## src/rtl/mult_issue_ctrl.sv

```systemverilog
// ============================================================================
// mult_issue_ctrl - two-port issue arbiter and in-order result return for the
// shared pipelined multiplier. Optional macro: MULT_ARB_RR_EN (round robin).
// Revision: 1.0
// ============================================================================
`default_nettype none

module mult_issue_ctrl #(
   parameter int MAX_INFLIGHT = 4,
   parameter int TAG_W        = 5
) (
   input  logic             clk,
   input  logic             reset,
   input  logic             REQ0_VALID_SD,
   output logic             REQ0_READY_SD,
   input  logic [31:0]      REQ0_OP1_SD,
   input  logic [31:0]      REQ0_OP2_SD,
   input  logic [1:0]       REQ0_CMD_SD,
   input  logic [TAG_W-1:0] REQ0_TAG_SD,
   input  logic             REQ1_VALID_SD,
   output logic             REQ1_READY_SD,
   input  logic [31:0]      REQ1_OP1_SD,
   input  logic [31:0]      REQ1_OP2_SD,
   input  logic [1:0]       REQ1_CMD_SD,
   input  logic [TAG_W-1:0] REQ1_TAG_SD,
   output logic             MUL_VALID_SX,
   input  logic             MUL_READY_SX,
   output logic [31:0]      MUL_OP1_SX,
   output logic [31:0]      MUL_OP2_SX,
   output logic [1:0]       MUL_CMD_SX,
   input  logic             MUL_RES_VALID_SX,
   input  logic [31:0]      MUL_RES_SX,
   output logic             MUL_RES_POP_SX,
   input  logic             FLUSH_SX,
   output logic             RES_VALID_SX,
   input  logic             RES_READY_SX,
   output logic             RES_SRC_SX,
   output logic [TAG_W-1:0] RES_TAG_SX,
   output logic [31:0]      RES_DATA_SX,
   output logic             ERR_SX
);

   localparam int CNT_W = $clog2(MAX_INFLIGHT + 1);
   localparam int PTR_W = $clog2(MAX_INFLIGHT);
   localparam logic [CNT_W-1:0] c_max      = CNT_W'(MAX_INFLIGHT);
   localparam logic [CNT_W-1:0] c_cnt_one  = CNT_W'(1);
   localparam logic [PTR_W-1:0] c_last_ptr = PTR_W'(MAX_INFLIGHT - 1);
   localparam logic [PTR_W-1:0] c_ptr_one  = PTR_W'(1);

   logic [CNT_W-1:0] r_inflight;
   logic [CNT_W-1:0] r_kill;
   logic [PTR_W-1:0] r_wr_ptr;
   logic [PTR_W-1:0] r_rd_ptr;
   logic             r_err;
   logic             r_meta_src [MAX_INFLIGHT];
   logic [TAG_W-1:0] r_meta_tag [MAX_INFLIGHT];

   logic w_any_req;
   logic w_winner;
   logic w_can_issue;
   logic w_issue;
   logic w_kill_nz;
   logic w_discard;
   logic w_pop;
   logic w_err;
   logic [TAG_W-1:0] w_win_tag;

   assign w_any_req = REQ0_VALID_SD | REQ1_VALID_SD;

`ifdef MULT_ARB_RR_EN
   logic r_last;
   // Port 1 wins when alone, or when both request and port 0 won last time.
   assign w_winner = REQ1_VALID_SD & (~REQ0_VALID_SD | ~r_last);

   always_ff @(posedge clk or posedge reset) begin
      if (reset)
         r_last <= 1'b1;
      else if (w_issue)
         r_last <= w_winner;
   end
`else
   assign w_winner = REQ1_VALID_SD & ~REQ0_VALID_SD;
`endif

   // Credit check uses the registered count only, keeping RES_READY off the issue path.
   assign w_can_issue   = (r_inflight < c_max) & ~FLUSH_SX;
   assign MUL_VALID_SX  = w_can_issue & w_any_req;
   assign w_issue       = MUL_VALID_SX & MUL_READY_SX;
   assign REQ0_READY_SD = w_issue & ~w_winner;
   assign REQ1_READY_SD = w_issue & w_winner;
   assign w_win_tag     = w_winner ? REQ1_TAG_SD : REQ0_TAG_SD;

   always_comb begin
      MUL_OP1_SX = 32'd0;
      MUL_OP2_SX = 32'd0;
      MUL_CMD_SX = 2'd0;
      if (MUL_VALID_SX) begin
         MUL_OP1_SX = w_winner ? REQ1_OP1_SD : REQ0_OP1_SD;
         MUL_OP2_SX = w_winner ? REQ1_OP2_SD : REQ0_OP2_SD;
         MUL_CMD_SX = w_winner ? REQ1_CMD_SD : REQ0_CMD_SD;
      end
   end

   assign w_kill_nz      = (r_kill != '0);
   assign w_discard      = MUL_RES_VALID_SX & w_kill_nz;
   assign RES_VALID_SX   = MUL_RES_VALID_SX & ~w_kill_nz & (r_inflight != '0);
   assign w_pop          = w_discard | (RES_VALID_SX & RES_READY_SX);
   assign MUL_RES_POP_SX = w_pop;
   assign w_err          = MUL_RES_VALID_SX & (r_inflight == '0);

   assign RES_SRC_SX  = RES_VALID_SX & r_meta_src[r_rd_ptr];
   assign RES_TAG_SX  = RES_VALID_SX ? r_meta_tag[r_rd_ptr] : '0;
   assign RES_DATA_SX = RES_VALID_SX ? MUL_RES_SX : 32'd0;
   assign ERR_SX      = r_err;

   always_ff @(posedge clk or posedge reset) begin
      if (reset) begin
         r_inflight <= '0;
         r_kill     <= '0;
         r_wr_ptr   <= '0;
         r_rd_ptr   <= '0;
         r_err      <= 1'b0;
      end else begin
         case ({w_issue, w_pop})
            2'b10:   r_inflight <= r_inflight + c_cnt_one;
            2'b01:   r_inflight <= r_inflight - c_cnt_one;
            default: r_inflight <= r_inflight;
         endcase
         // Everything not popped this cycle belongs to the flushed window.
         if (FLUSH_SX)
            r_kill <= r_inflight - {{(CNT_W-1){1'b0}}, w_pop};
         else if (w_discard)
            r_kill <= r_kill - c_cnt_one;
         if (w_issue)
            r_wr_ptr <= (r_wr_ptr == c_last_ptr) ? '0 : r_wr_ptr + c_ptr_one;
         if (w_pop)
            r_rd_ptr <= (r_rd_ptr == c_last_ptr) ? '0 : r_rd_ptr + c_ptr_one;
         if (w_err)
            r_err <= 1'b1;
      end
   end

   always_ff @(posedge clk) begin
      if (w_issue) begin
         r_meta_src[r_wr_ptr] <= w_winner;
         r_meta_tag[r_wr_ptr] <= w_win_tag;
      end
   end

endmodule

`default_nettype wire

```

## config.mk

```make
export PLATFORM = sky130hd
export DESIGN_NAME = mult_issue_ctrl
export DESIGN_NICKNAME = d
export VERILOG_FILES = /design/src/rtl/mult_issue_ctrl.sv
export SDC_FILE = /design/constraint.sdc
export NUM_CORES = 1
export LEC_CHECK = 0
export ABC_AREA = 1
export BUFFER_PORTS_ARGS = -buffer_cell sky130_fd_sc_hd__buf_2
export CAP_MARGIN = 20
export CORE_AREA = 2 2 112 114
export CTS_CLUSTER_DIAMETER = 200
export DETAILED_ROUTE_END_ITERATION = 6
export DIE_AREA = 0 0 114 116
export GPL_ROUTABILITY_DRIVEN = 1
export PLACE_DENSITY = 0.59
export SLEW_MARGIN = 10
export SYNTH_ARGS = -nofsm -noshare
export SYNTH_HDL_FRONTEND = slang
export SYNTH_SLANG_ARGS = --single-unit
```

## constraint.sdc

```tcl
create_clock -name clk -period 1.8 [get_ports clk]
set_input_delay 0.18 -clock clk [delete_from_list [all_inputs] [get_ports clk]]
set_output_delay 0.18 -clock clk [all_outputs]
set_load 0.01 [all_outputs]
```

==> results of run 1 <==
==> cell type report <==
| type | count | area (um2) | area share [%] |
|---|---|---|---|
| diodes | 3 | 7.51 | 0.149 |
| clock buffers | 6 | 129 | 2.56 |
| clock inverters | 2 | 12.5 | 0.249 |
| inverters | 54 | 203 | 4.03 |
| multi-input cells | 357 | 1690 | 33.7 |
| flip-flops and latches | 35 | 996 | 19.8 |
| well taps | 147 | 184 | 3.66 |
| repair buffers | 324 | 1800 | 35.9 |
==> sequential cells by signal, indices dropped and copies added, names as in the netlist <==
signal	flops
ERR_SX	1
r_inflight	3
r_kill	3
r_meta_src	4
r_meta_tag	20
r_rd_ptr	2
r_wr_ptr	2
==> worst max-delay path, stage by stage, from the launching register on <==
cell	delay (ns)
dfrtp_1	0.37
inv_2	0.08
ha_4	0.13
nand2_2	0.05
nor2_2	0.10
nand3_2	0.11
nand2_4	0.09
ha_4	0.12
inv_2	0.04
fa_2	0.35
nor2_1	0.09
nor2_1	0.04
nand2_1	0.07
xnor2_1	0.11
==> synth_stat cells <==
| library cell | count |
|---|---|
| nor2_2 | 10 |
| inv_1 | 52 |
| o21bai_1 | 1 |
| buf_2 | 12 |
| fa_1 | 1 |
| buf_4 | 8 |
| clkbuf_1 | 8 |
| buf_6 | 1 |
| inv_2 | 2 |
| nand2_2 | 1 |
| o21ai_0 | 18 |
| nor3_2 | 1 |
| a21oi_1 | 72 |
| nor2_1 | 61 |
| xnor2_1 | 4 |
| nand3_1 | 5 |
| edfxtp_1 | 24 |
| dfrtp_1 | 11 |
| nand2_1 | 172 |
| ha_1 | 10 |
==> logic make-up after synthesis <==
logic type               Yosys count  synth area share, %
adder cells (fa/ha/maj)           11                 4.88
XOR/XNOR                           4                 1.18
AND/OR/NAND/NOR                  250                 32.9
flip-flops                        35                 33.5
AO/OA/AOI/OAI                     91                 15.4
buffers and inverters             83                 12.2
==> path summary, 6_finish.rpt <==
check	from	endpoint	slack, ns
hold / removal	FLUSH_SX	r_kill[2]	0.22
setup reg to reg	r_kill[1]	r_inflight[2]	-0.02
min in group asynchronous	reset	r_inflight[0]	0.44
hold reg to reg	r_inflight[0]	r_inflight[0]	0.46
max in group asynchronous	reset	r_wr_ptr[0]	1.06
setup / recovery	r_kill[1]	r_inflight[2]	-0.02
==> power groups by stage <==
stage          Combinational (mW)  Sequential, mW  Clock (mW)
6_report                     2.60            1.15       0.802
2_1_floorplan                1.47            1.13           0
3_3_place_gp                 2.48            1.15           0
3_5_place_dp                 2.49            1.16           0
5_1_grt                      2.93            1.17       0.845
4_1_cts                      2.53            1.15       0.814
==> per-layer routing <==
layer	track usage, %	vias to the layer above	routed length [um]
met3	4.18	10	1120
met2	33.2	188	6450
met4	5.37	0	216
met1	17.5	1740	4500
li1	-	2081	-
met5	0	-	0
==> metrics by stage <==
step	util, %	TNS [ns]	total power, mW
global placement	40.1	-0.0422	3.63
floorplan	-	-0.0675	2.60
CTS	41.5	-0.0246	4.49
finish	42.2	-0.0173	4.55
global route	42.2	-1.94	4.94
detailed placement	40.1	-0.0703	3.64
==> what timing repair did <==
| item | 4_1_cts | 5_1_grt |
|---|---|---|
| pin swaps | 3 | 2 |
| resized for setup | 3 | 3 |
| hold buffers | 1 | 0 |
| setup buffers | 1 | 5 |
| cloned | 0 | 2 |
| setup endpoints to repair | 20 | 59 |
| hold endpoints to repair | 11 | 0 |
==> reports/summary.txt, run 1 <==
======================================================================================
Slew @ Worst Pin ........................................................     0.417 ns
Result of the run ....................................................... complete, but fails checks
Sum of net half-perimeters after detailed placement .....................      10.0 mm
WP data required ........................................................      2.00 ns
Cells taking the most area after synthesis .............................. edfxtp_1, nand2_1, a21oi_1
Global Route Usage Sum ..................................................        16.9%
Number of distinct standard cells referenced by the synthesized netlist .           20
Clock network fraction of design power ..................................        17.6%
Layout Cells excl Fill ..................................................          928
Share of power burned in combinational logic ............................        57.1%
Share of the cycle needed by the critical path after routing ............         101%
Final routed wire length divided by cell count ..........................      13.2 um
Cell area after synthesis ...............................................     2980 um2
Count of state elements after synthesis .................................           35
Post-detailed-routing wire length .......................................      12.3 mm
Kind of end point of the critical path ..................................     register
Number of ports placed on the die boundary ..............................          292
Total power divided by cell area ........................................   905 nW/um2
Weighted congestion at the end of routability-driven global placement ...        0.829
Clk_lat worst skew ......................................................      0.27 ns
Synthesized instance count ..............................................          474
Net switching share of the total power ..................................        40.3%
Share of the synthesized area in the top cell type ......................        24.2%
Cell count after placement ..............................................          908
VDD IR max ..............................................................     0.386 mV
Height of the die .......................................................       116 um
Fillers .................................................................         1313
H-tree levels ...........................................................            2
Final clock skew ........................................................   0.00522 ns
Buffer type at the clock tree root ......................................    clkbuf_16
Critical path class .....................................................   reg -> reg
Starting DRC count in detailed routing ..................................          122
Critical Path Source Type ...............................................     register
Fraction of layout instances using a drive strength above 1 .............        46.0%
Leakage component of the power ..........................................      2.96 nW
Number of antenna-violating nets in the routed design ...................            0
TritonCTS sink count ....................................................           35
Clock slew at reported path FFs .........................................      0.05 ns
Worst hold-check slack ..................................................     0.223 ns
Unrepaired setup endpoints after global routing .........................         true
Final routed DRC violation total ........................................            0
Number of buffers inserted during clock tree synthesis ..................            5
Cell row count ..........................................................           40
Area of the die .........................................................    13200 um2
Smallest setup slack after layout .......................................   -0.0173 ns
Hold violation total from the final report ..............................            0
TritonCTS clock tree ....................................................          yes
Count of cells along the worst register-to-register path ................           13
Pin count of the biggest net entering global routing ....................           49
Global-route wire length before repair ..................................      17.8 mm
Post-layout nets ........................................................          970
Post-place setup slack ..................................................   -0.0586 ns
Port Buffers ............................................................          291
Mean instance size in the synthesized netlist ...........................     6.28 um2
Most common cell after layout, fill and taps aside ......................        buf_2
Maximum number of buffers from clock root to sink .......................            2
Horizontal die dimension ................................................       114 um
Placeable core region ...................................................    11900 um2
Detailed-route vias per instance ........................................         4.33
Overall via count from detail_route .....................................         4019
P_sw ....................................................................      1.83 mW
Post-placement cell area ................................................     4770 um2
Number of antenna violations at the first check in global routing .......            3
Number of stages on the worst hold path .................................            4
Initial standard-cell utilization of the core ...........................        25.0%
Total congestion overflow after global routing ..........................            0
Period minus WS final ...................................................      1.82 ns
Part of the power in registers ..........................................        25.3%
Worst-case headroom to the max-slew limit ...............................        72.2%
Count of synthesis-stage warnings from yosys ............................            0
Cell taking the most area after synthesis ...............................     edfxtp_1
Most frequent cells in the layout ....................................... buf_2, nand2_1, a21oi_1
Max capacitance violation total .........................................            0
Post-Synthesis Net Count ................................................          667
Layout-stage area growth over the synthesis result ......................        68.8%
Sequential-to-total area share from yosys stat ..........................        33.5%
Number of global-route vias before repair ...............................         3732
Endpoint arrival time on the critical path ..............................      2.01 ns
Pre-Repair DR Iteration Count ...........................................            4
Setup-failing EPs final .................................................            1
Maximum fanout along the worst path .....................................            2
Post-route cell area ....................................................     5020 um2
Violated checks ......................................................... setup timing
Number of max-slew violations in the final report .......................            0
Design internal power ...................................................      2.71 mW
Achievable clock frequency ..............................................    0.550 GHz
Hold Path Class .........................................................    in -> reg
======================================================================================
Power figures use the tool's default switching activity.
==> run 2, diff against run 1 <==
==> constraint.sdc (replaced) <==
create_clock -name clk -period 1.8 [get_ports clk]
set_input_delay 0.09 -clock clk [delete_from_list [all_inputs] [get_ports clk]]
set_output_delay 0.09 -clock clk [all_outputs]
set_load 0.01 [all_outputs]
==> run 2 against run 1 <==
Compared with the run above: critical path type unchanged; core utilization shrank 0.79 points; global-route usage barely moved; sequential cell count is the same; clock power shrank 0.5%; register-to-register slack is essentially flat; the run still ends with setup timing left.
==> reports/summary.txt, run 2 (synthesis gave the netlist of run 1 again) <==
======================================================================================
Endpoint of the worst-slack reg-to-reg timing path ...................... r_inflight[2]
Kind of end point of the critical path ..................................     register
Unrepaired setup endpoints after global routing .........................         true
Most common cell after layout, fill and taps aside ......................        buf_2
Total congestion overflow after global routing ..........................            0   unchanged
Biggest registers after layout .......................................... r_meta_tag x20, r_meta_src x4
Height of the die .......................................................       116 um   unchanged
Pre-Repair DR Iteration Count ...........................................            4   unchanged
Count of cells along the worst register-to-register path ................           13   unchanged
Layout Cells excl Fill ..................................................          918   -1.1%
Horizontal die dimension ................................................       114 um   unchanged
Final setup TNS .........................................................   -0.0109 ns   +0.00639 ns
Setup-failing EPs final .................................................            1   unchanged
TritonCTS clock tree ....................................................          yes
Initial standard-cell utilization of the core ...........................        25.0%   unchanged
Total power divided by cell area ........................................   904 nW/um2   about the same
Pin count of the biggest net entering global routing ....................           72   +47%
Launch point of the worst hold path ..................................... MUL_RES_VALID_SX
Smallest setup slack after layout .......................................   -0.0109 ns   +0.00639 ns
Hold Path Class .........................................................    in -> reg
Clk_lat worst skew ......................................................      0.27 ns   about the same
End point of the critical path .......................................... r_inflight[2]
TritonCTS sink count ....................................................           35   unchanged
Number of antenna violations at the first check in global routing .......            0   -3
Maximum number of buffers from clock root to sink .......................            2   unchanged
Violated checks ......................................................... setup timing
Top cell family by delay on the critical path ...........................  adder cells
Number of buffers inserted during clock tree synthesis ..................            5   unchanged
Final routed DRC violation total ........................................            0   unchanged
Period minus WS final ...................................................      1.81 ns   -0.00639 ns
Maximum fanout along the worst path .....................................            2   unchanged
Cell count after placement ..............................................          906   -0.22%
Fillers .................................................................         1323   +0.76%
Overall via count from detail_route .....................................         3992   -0.67%
Critical path class .....................................................   reg -> reg
Diodes inserted .........................................................            0   -3
Flip-flop count of the largest register, all copies and words added .....           20   unchanged
Library cell contributing the largest single delay on the critical path .      dfrtp_1
Total number of cells along the worst setup path ........................           13   unchanged
Hold violation total from the final report ..............................            0   unchanged
Number of global-route vias before repair ...............................         3562   -4.6%
H-tree levels ...........................................................            2   unchanged
Port Buffers ............................................................          291   unchanged
Achievable clock frequency ..............................................    0.552 GHz   +0.35%
Share of the cycle needed by the critical path after routing ............         101%   -0.35 points
Weighted congestion at the end of routability-driven global placement ...        0.799   -3.6%
Overall power after layout ..............................................      4.46 mW   -1.9%
Global-route wire length before repair ..................................      17.4 mm   -2.0%
Critical Path Source Type ...............................................     register
Most frequent cells in the layout ....................................... buf_2, nand2_1, a21oi_1
Final clock skew ........................................................   0.00190 ns   -0.00332 ns
Buffer type at the clock tree root ......................................    clkbuf_16
Sum of net half-perimeters after detailed placement .....................      9.98 mm   -0.44%
Post-detailed-routing wire length .......................................      12.1 mm   -1.3%
Endpoint arrival time on the critical path ..............................      2.01 ns   about the same
R2r setup slk ...........................................................     -0.01 ns   about the same
First element of the critical path ......................................    r_kill[1]
Result of the run ....................................................... complete, but fails checks
Number of ports placed on the die boundary ..............................          292   unchanged
Number of antenna-violating nets in the routed design ...................            0   unchanged
Starting DRC count in detailed routing ..................................          114   -6.6%
Clock slew at reported path FFs .........................................      0.05 ns   about the same
Reg-to-reg critical path startpoint .....................................    r_kill[1]
Worst-case headroom to the max-slew limit ...............................        68.8%   -3.3 points
Cell row count ..........................................................           40   unchanged
Count of buffering cells on the critical path with inverters included ...            2   unchanged
Critical-path cell list ................................................. inv_2 > ha_4 > nand2_4 > nor2_4 > nand3_2 > nand2_4 > ha_4 > inv_2 > fa_2 > nor2_2 > nor2_1 > nand2_1 > xnor2_1
Detailed-route vias per instance ........................................         4.35   +0.41%
Fraction of layout instances using a drive strength above 1 .............        46.6%   +0.55 points
Slew @ Worst Pin ........................................................     0.467 ns   +0.0499 ns
Largest stage delay, worst path .........................................      0.36 ns   about the same
VDD IR max ..............................................................     0.338 mV   -12%
Placeable core region ...................................................    11900 um2   unchanged
Register name with the most flops .......................................   r_meta_tag
Number of max-slew violations in the final report .......................            0   unchanged
Post-layout nets ........................................................          963   -0.72%
Worst hold-check slack ..................................................     0.156 ns   -0.0668 ns
Final routed wire length divided by cell count ..........................      13.2 um   -0.22%
Layout-stage area growth over the synthesis result ......................        65.7%
Leakage component of the power ..........................................      2.90 nW   -1.8%
Area of the die .........................................................    13200 um2   unchanged
WP data required ........................................................      2.00 ns   about the same
Max capacitance violation total .........................................            0   unchanged
Global Route Usage Sum ..................................................        16.9%   about the same
======================================================================================
run 2: layout make-up:
type	count	area, um2	share of cell area [%]
multi-input cells	356	1720	34.8
clock inverters	2	12.5	0.254
flip-flops and latches	35	996	20.2
repair buffers	318	1690	34.3
well taps	147	184	3.73
clock buffers	6	129	2.61
inverters	54	203	4.11
run 2: power by group:
group	switching [mW]	leakage [nW]	internal (mW)
Sequential	0.124	0.349	1.03
Clock	0.289	0.0669	0.509
Combinational	1.42	2.49	1.09
Total	1.83	2.90	2.63
run 2: worst min-delay path by stage:
stage / endpoint / slack, ns / cells past startpoint
2_1_floorplan: ERR_SX / -0.06 / 1
3_3_place_gp: r_kill[0] / 0.12 / 2
3_5_place_dp: r_kill[0] / 0.13 / 2
4_1_cts: r_kill[2] / 0.11 / 4
5_1_grt: r_kill[2] / 0.18 / 4
6_report: r_kill[2] / 0.16 / 4
run 2: worst register-to-register path, cell delays in order, from the launching register on:
cell,delay [ns]
dfrtp_1,0.36
inv_2,0.07
ha_4,0.14
nand2_4,0.05
nor2_4,0.09
nand3_2,0.11
nand2_4,0.09
ha_4,0.13
inv_2,0.04
fa_2,0.36
nor2_2,0.09
nor2_1,0.04
nand2_1,0.07
xnor2_1,0.11
run 2: metal layers:
metal	part of all wire [%]	vias up	track usage, %
li1	-	2061	-
met5	0	-	0
met2	54	185	34.1
met4	0.94	0	4.47
met1	35	1737	16.6
met3	9.5	9	5.23
run 2: what timing repair did:
action                     4_1_cts  5_1_grt
gates cloned                     0        1
buffers inserted                 2        0
setup endpoints to repair        3       39
pin swaps                        3        2
hold buffers                     1        0
resized for setup                0       17
hold endpoints to repair        11        0
run 2: through the flow:
step	util (%)	setup WS, ns	instance area, um2
floorplan	-	-0.0518	3020
global placement	39.5	-0.0610	4710
detailed placement	39.5	-0.0524	4710
CTS	40.9	-0.0208	4870
global route	41.4	-0.164	4930
finish	41.4	-0.0109	4930
==> run 3, diff against run 2 <==
--- a/config.mk
+++ b/config.mk
@@ -6,7 +6,7 @@
 export NUM_CORES = 1
 export LEC_CHECK = 0
 export ABC_AREA = 1
-export BUFFER_PORTS_ARGS = -buffer_cell sky130_fd_sc_hd__buf_2
+export BUFFER_PORTS_ARGS = -buffer_cell sky130_fd_sc_hd__clkbuf_2
 export CAP_MARGIN = 20
 export CORE_AREA = 2 2 112 114
 export CTS_CLUSTER_DIAMETER = 200
==> run 3 against run 2 <==
Compared with the run above: the run still ends with setup timing left; sequential cell count stayed put; die area stayed put; sequential power hardly changed; largest cell class is now non-clock buffers; design area is 3.2% higher; clock power is 6.1% higher; largest power group unchanged; fmax is 0.34% higher.
==> reports/summary.txt, run 3 (synthesis gave the netlist of run 1 again) <==
====================================================================================
Violated checks ....................................................... setup timing
Launch point of the worst hold path ................................... REQ0_TAG_SD[3]
Number of max-slew violations in the final report .....................            0   unchanged
Endpoint, Worst Hold .................................................. r_meta_tag[0][3]
Total power divided by cell area ......................................   917 nW/um2   +1.4%
Biggest registers after layout ........................................ r_meta_tag x20, r_meta_src x4
Leakage component of the power ........................................      2.94 nW   +1.4%
Result of the run ..................................................... complete, but fails checks
Endpoint arrival time on the critical path ............................      2.01 ns   about the same
Starting DRC count in detailed routing ................................          141   +24%
Horizontal die dimension ..............................................       114 um   unchanged
Pre-Repair DR Iteration Count .........................................            4   unchanged
Clock slew at reported path FFs .......................................      0.06 ns   about the same
Number of buffers inserted during clock tree synthesis ................            5   unchanged
Layout-stage area growth over the synthesis result ....................        71.0%
Area of the die .......................................................    13200 um2   unchanged
H-tree levels .........................................................            2   unchanged
Slew @ Worst Pin ......................................................     0.452 ns   -0.0153 ns
Share of the cycle needed by the critical path after routing ..........         100%   -0.34 points
Endpoint of the worst-slack reg-to-reg timing path .................... r_inflight[2]
Maximum number of buffers from clock root to sink .....................            2   unchanged
Most frequent cells in the layout ..................................... clkbuf_2, nand2_1, a21oi_1
Initial standard-cell utilization of the core .........................        25.0%   unchanged
Number of global-route vias before repair .............................         3673   +3.1%
Final setup TNS .......................................................  -0.00487 ns   +0.00608 ns
Overall via count from detail_route ...................................         4019   +0.68%
Kind of end point of the critical path ................................     register
Sum of net half-perimeters after detailed placement ...................      10.1 mm   +1.5%
WP data required ......................................................      2.00 ns   about the same
Count of cells along the worst register-to-register path ..............           13   unchanged
Buffer type at the clock tree root ....................................    clkbuf_16
Worst hold-check slack ................................................     0.160 ns   +0.00335 ns
Hold Path Class .......................................................    in -> reg
Number of ports placed on the die boundary ............................          292   unchanged
Post-place setup slack ................................................   -0.0524 ns   +0.0000275 ns
TritonCTS sink count ..................................................           35   unchanged
Detailed-route vias per instance ......................................         4.32   -0.73%
Total congestion overflow after global routing ........................            0   unchanged
Unrepaired setup endpoints after global routing .......................         true
Critical path class ...................................................   reg -> reg
Placeable core region .................................................    11900 um2   unchanged
Post-layout nets ......................................................          975   +1.2%
Flip-flop count of the largest register, all copies and words added ...           20   unchanged
TritonCTS clock tree ..................................................          yes
Hold violation total from the final report ............................            0   unchanged
Global-route wire length before repair ................................      17.8 mm   +2.5%
Fraction of layout instances using a drive strength above 1 ...........        47.9%   +1.3 points
Final routed wire length divided by cell count ........................      13.3 um   +0.76%
Number of stages on the worst hold path ...............................            3   -1
Height of the die .....................................................       116 um   unchanged
Most common cell after layout, fill and taps aside ....................     clkbuf_2
Achievable clock frequency ............................................    0.554 GHz   +0.34%
Period minus WS final .................................................      1.80 ns   -0.00608 ns
Pin count of the biggest net entering global routing ..................           47   -35%
Number of antenna violations at the first check in global routing .....            1   +1
Post-detailed-routing wire length .....................................      12.4 mm   +2.2%
Overall power after layout ............................................      4.67 mW   +4.7%
Maximum fanout along the worst path ...................................            2   unchanged
Worst-case headroom to the max-slew limit .............................        69.9%   +1.0 points
Setup-failing EPs final ...............................................            1   unchanged
Global Route Usage Sum ................................................        17.3%   +0.38 points
Max capacitance violation total .......................................            0   unchanged
Layout Cells excl Fill ................................................          931   +1.4%
VDD IR max ............................................................     0.337 mV   about the same
Weighted congestion at the end of routability-driven global placement .        0.823   +2.9%
Reg-to-reg critical path startpoint ...................................    r_kill[1]
Clk_lat worst skew ....................................................      0.28 ns   about the same
Smallest setup slack after layout .....................................  -0.00487 ns   +0.00608 ns
Cell row count ........................................................           40   unchanged
Port Buffers ..........................................................          291   unchanged
Critical Path Source Type .............................................     register
Final clock skew ......................................................   0.00232 ns   +0.000416 ns
Number of antenna-violating nets in the routed design .................            0   unchanged
Cell count after placement ............................................          911   +0.55%
Register name with the most flops .....................................   r_meta_tag
Final routed DRC violation total ......................................            0   unchanged
R2r setup slk .........................................................    -0.005 ns   about the same
====================================================================================
==> run 3: cell count changes in the layout (fill, tap and decap cells not counted), sizes merged <==
cell	previous run	this run
clkbuf	6	286
nand2	173	174
clkinvlp	1	2
buf	317	47
clkinv	1	0
inv	54	55
diode	0	1
==> run 3: cell type report <==
class | instances | area [um2]
well taps | 147 | 184
clock buffers | 5 | 125
flip-flops and latches | 35 | 996
diodes | 1 | 2.50
fillers | 1294 | 6820
inverters | 54 | 205
clock inverters | 3 | 23.8
multi-input cells | 357 | 1750
repair buffers | 329 | 1810
==> run 3: timing repair <==
action                     in CTS  in global routing
pin swaps                       3                  4
gates cloned                    0                  2
gates resized for setup         9                 29
setup buffers                   5                  3
hold endpoints to repair       11                  0
hold buffers                    1                  0
setup endpoints to repair      93                 31
==> run 3: worst max-delay path by stage <==
stage	cells after the start	slack, ns	start	endpoint
finish	13	-0.005	r_kill[1]	r_inflight[2]
global route	13	-0.13	r_kill[1]	r_inflight[2]
CTS	13	-0.02	r_kill[1]	r_inflight[2]
detailed placement	13	-0.05	r_kill[1]	r_inflight[2]
global placement	13	-0.03	r_kill[1]	r_inflight[2]
floorplan	13	-0.05	r_kill[0]	r_inflight[2]
==> run 3: worst max-delay path, cell delays in order (launching register included) <==
cell and delay [ns]:
dfrtp_1 0.37, inv_2 0.07, ha_4 0.14, nand2_4 0.05
nor2_4 0.09, nand3_2 0.10, nand2_4 0.09, ha_4 0.13
inv_4 0.03, fa_2 0.35, nor2_1 0.09, nor2_1 0.05
nand2_1 0.07, xnor2_1 0.11
==> run 3: metrics by stage <==
stage               instance area [um2]  utilization [%]
finish                             5090             42.7
global route                       5090             42.7
CTS                                4970             41.8
detailed placement                 4740             39.8
global placement                   4740             39.8
floorplan                          3020                -
==> run 3: per-layer routing <==
metal	up-vias	global-route usage (%)	routed length, um
met4	0	5.77	251
met5	-	0	0
li1	2090	-	-
met3	10	5.39	1220
met1	1736	17.6	4390
met2	183	33.4	6530
==> run 3: power breakdown <==
part           total (mW)  internal [mW]  leakage [nW]  switching (mW)
combinational        2.69           1.19          2.53            1.50
clock               0.847          0.516        0.0664           0.331
sequential           1.13           1.02         0.349           0.100
total                4.67           2.73          2.94            1.94
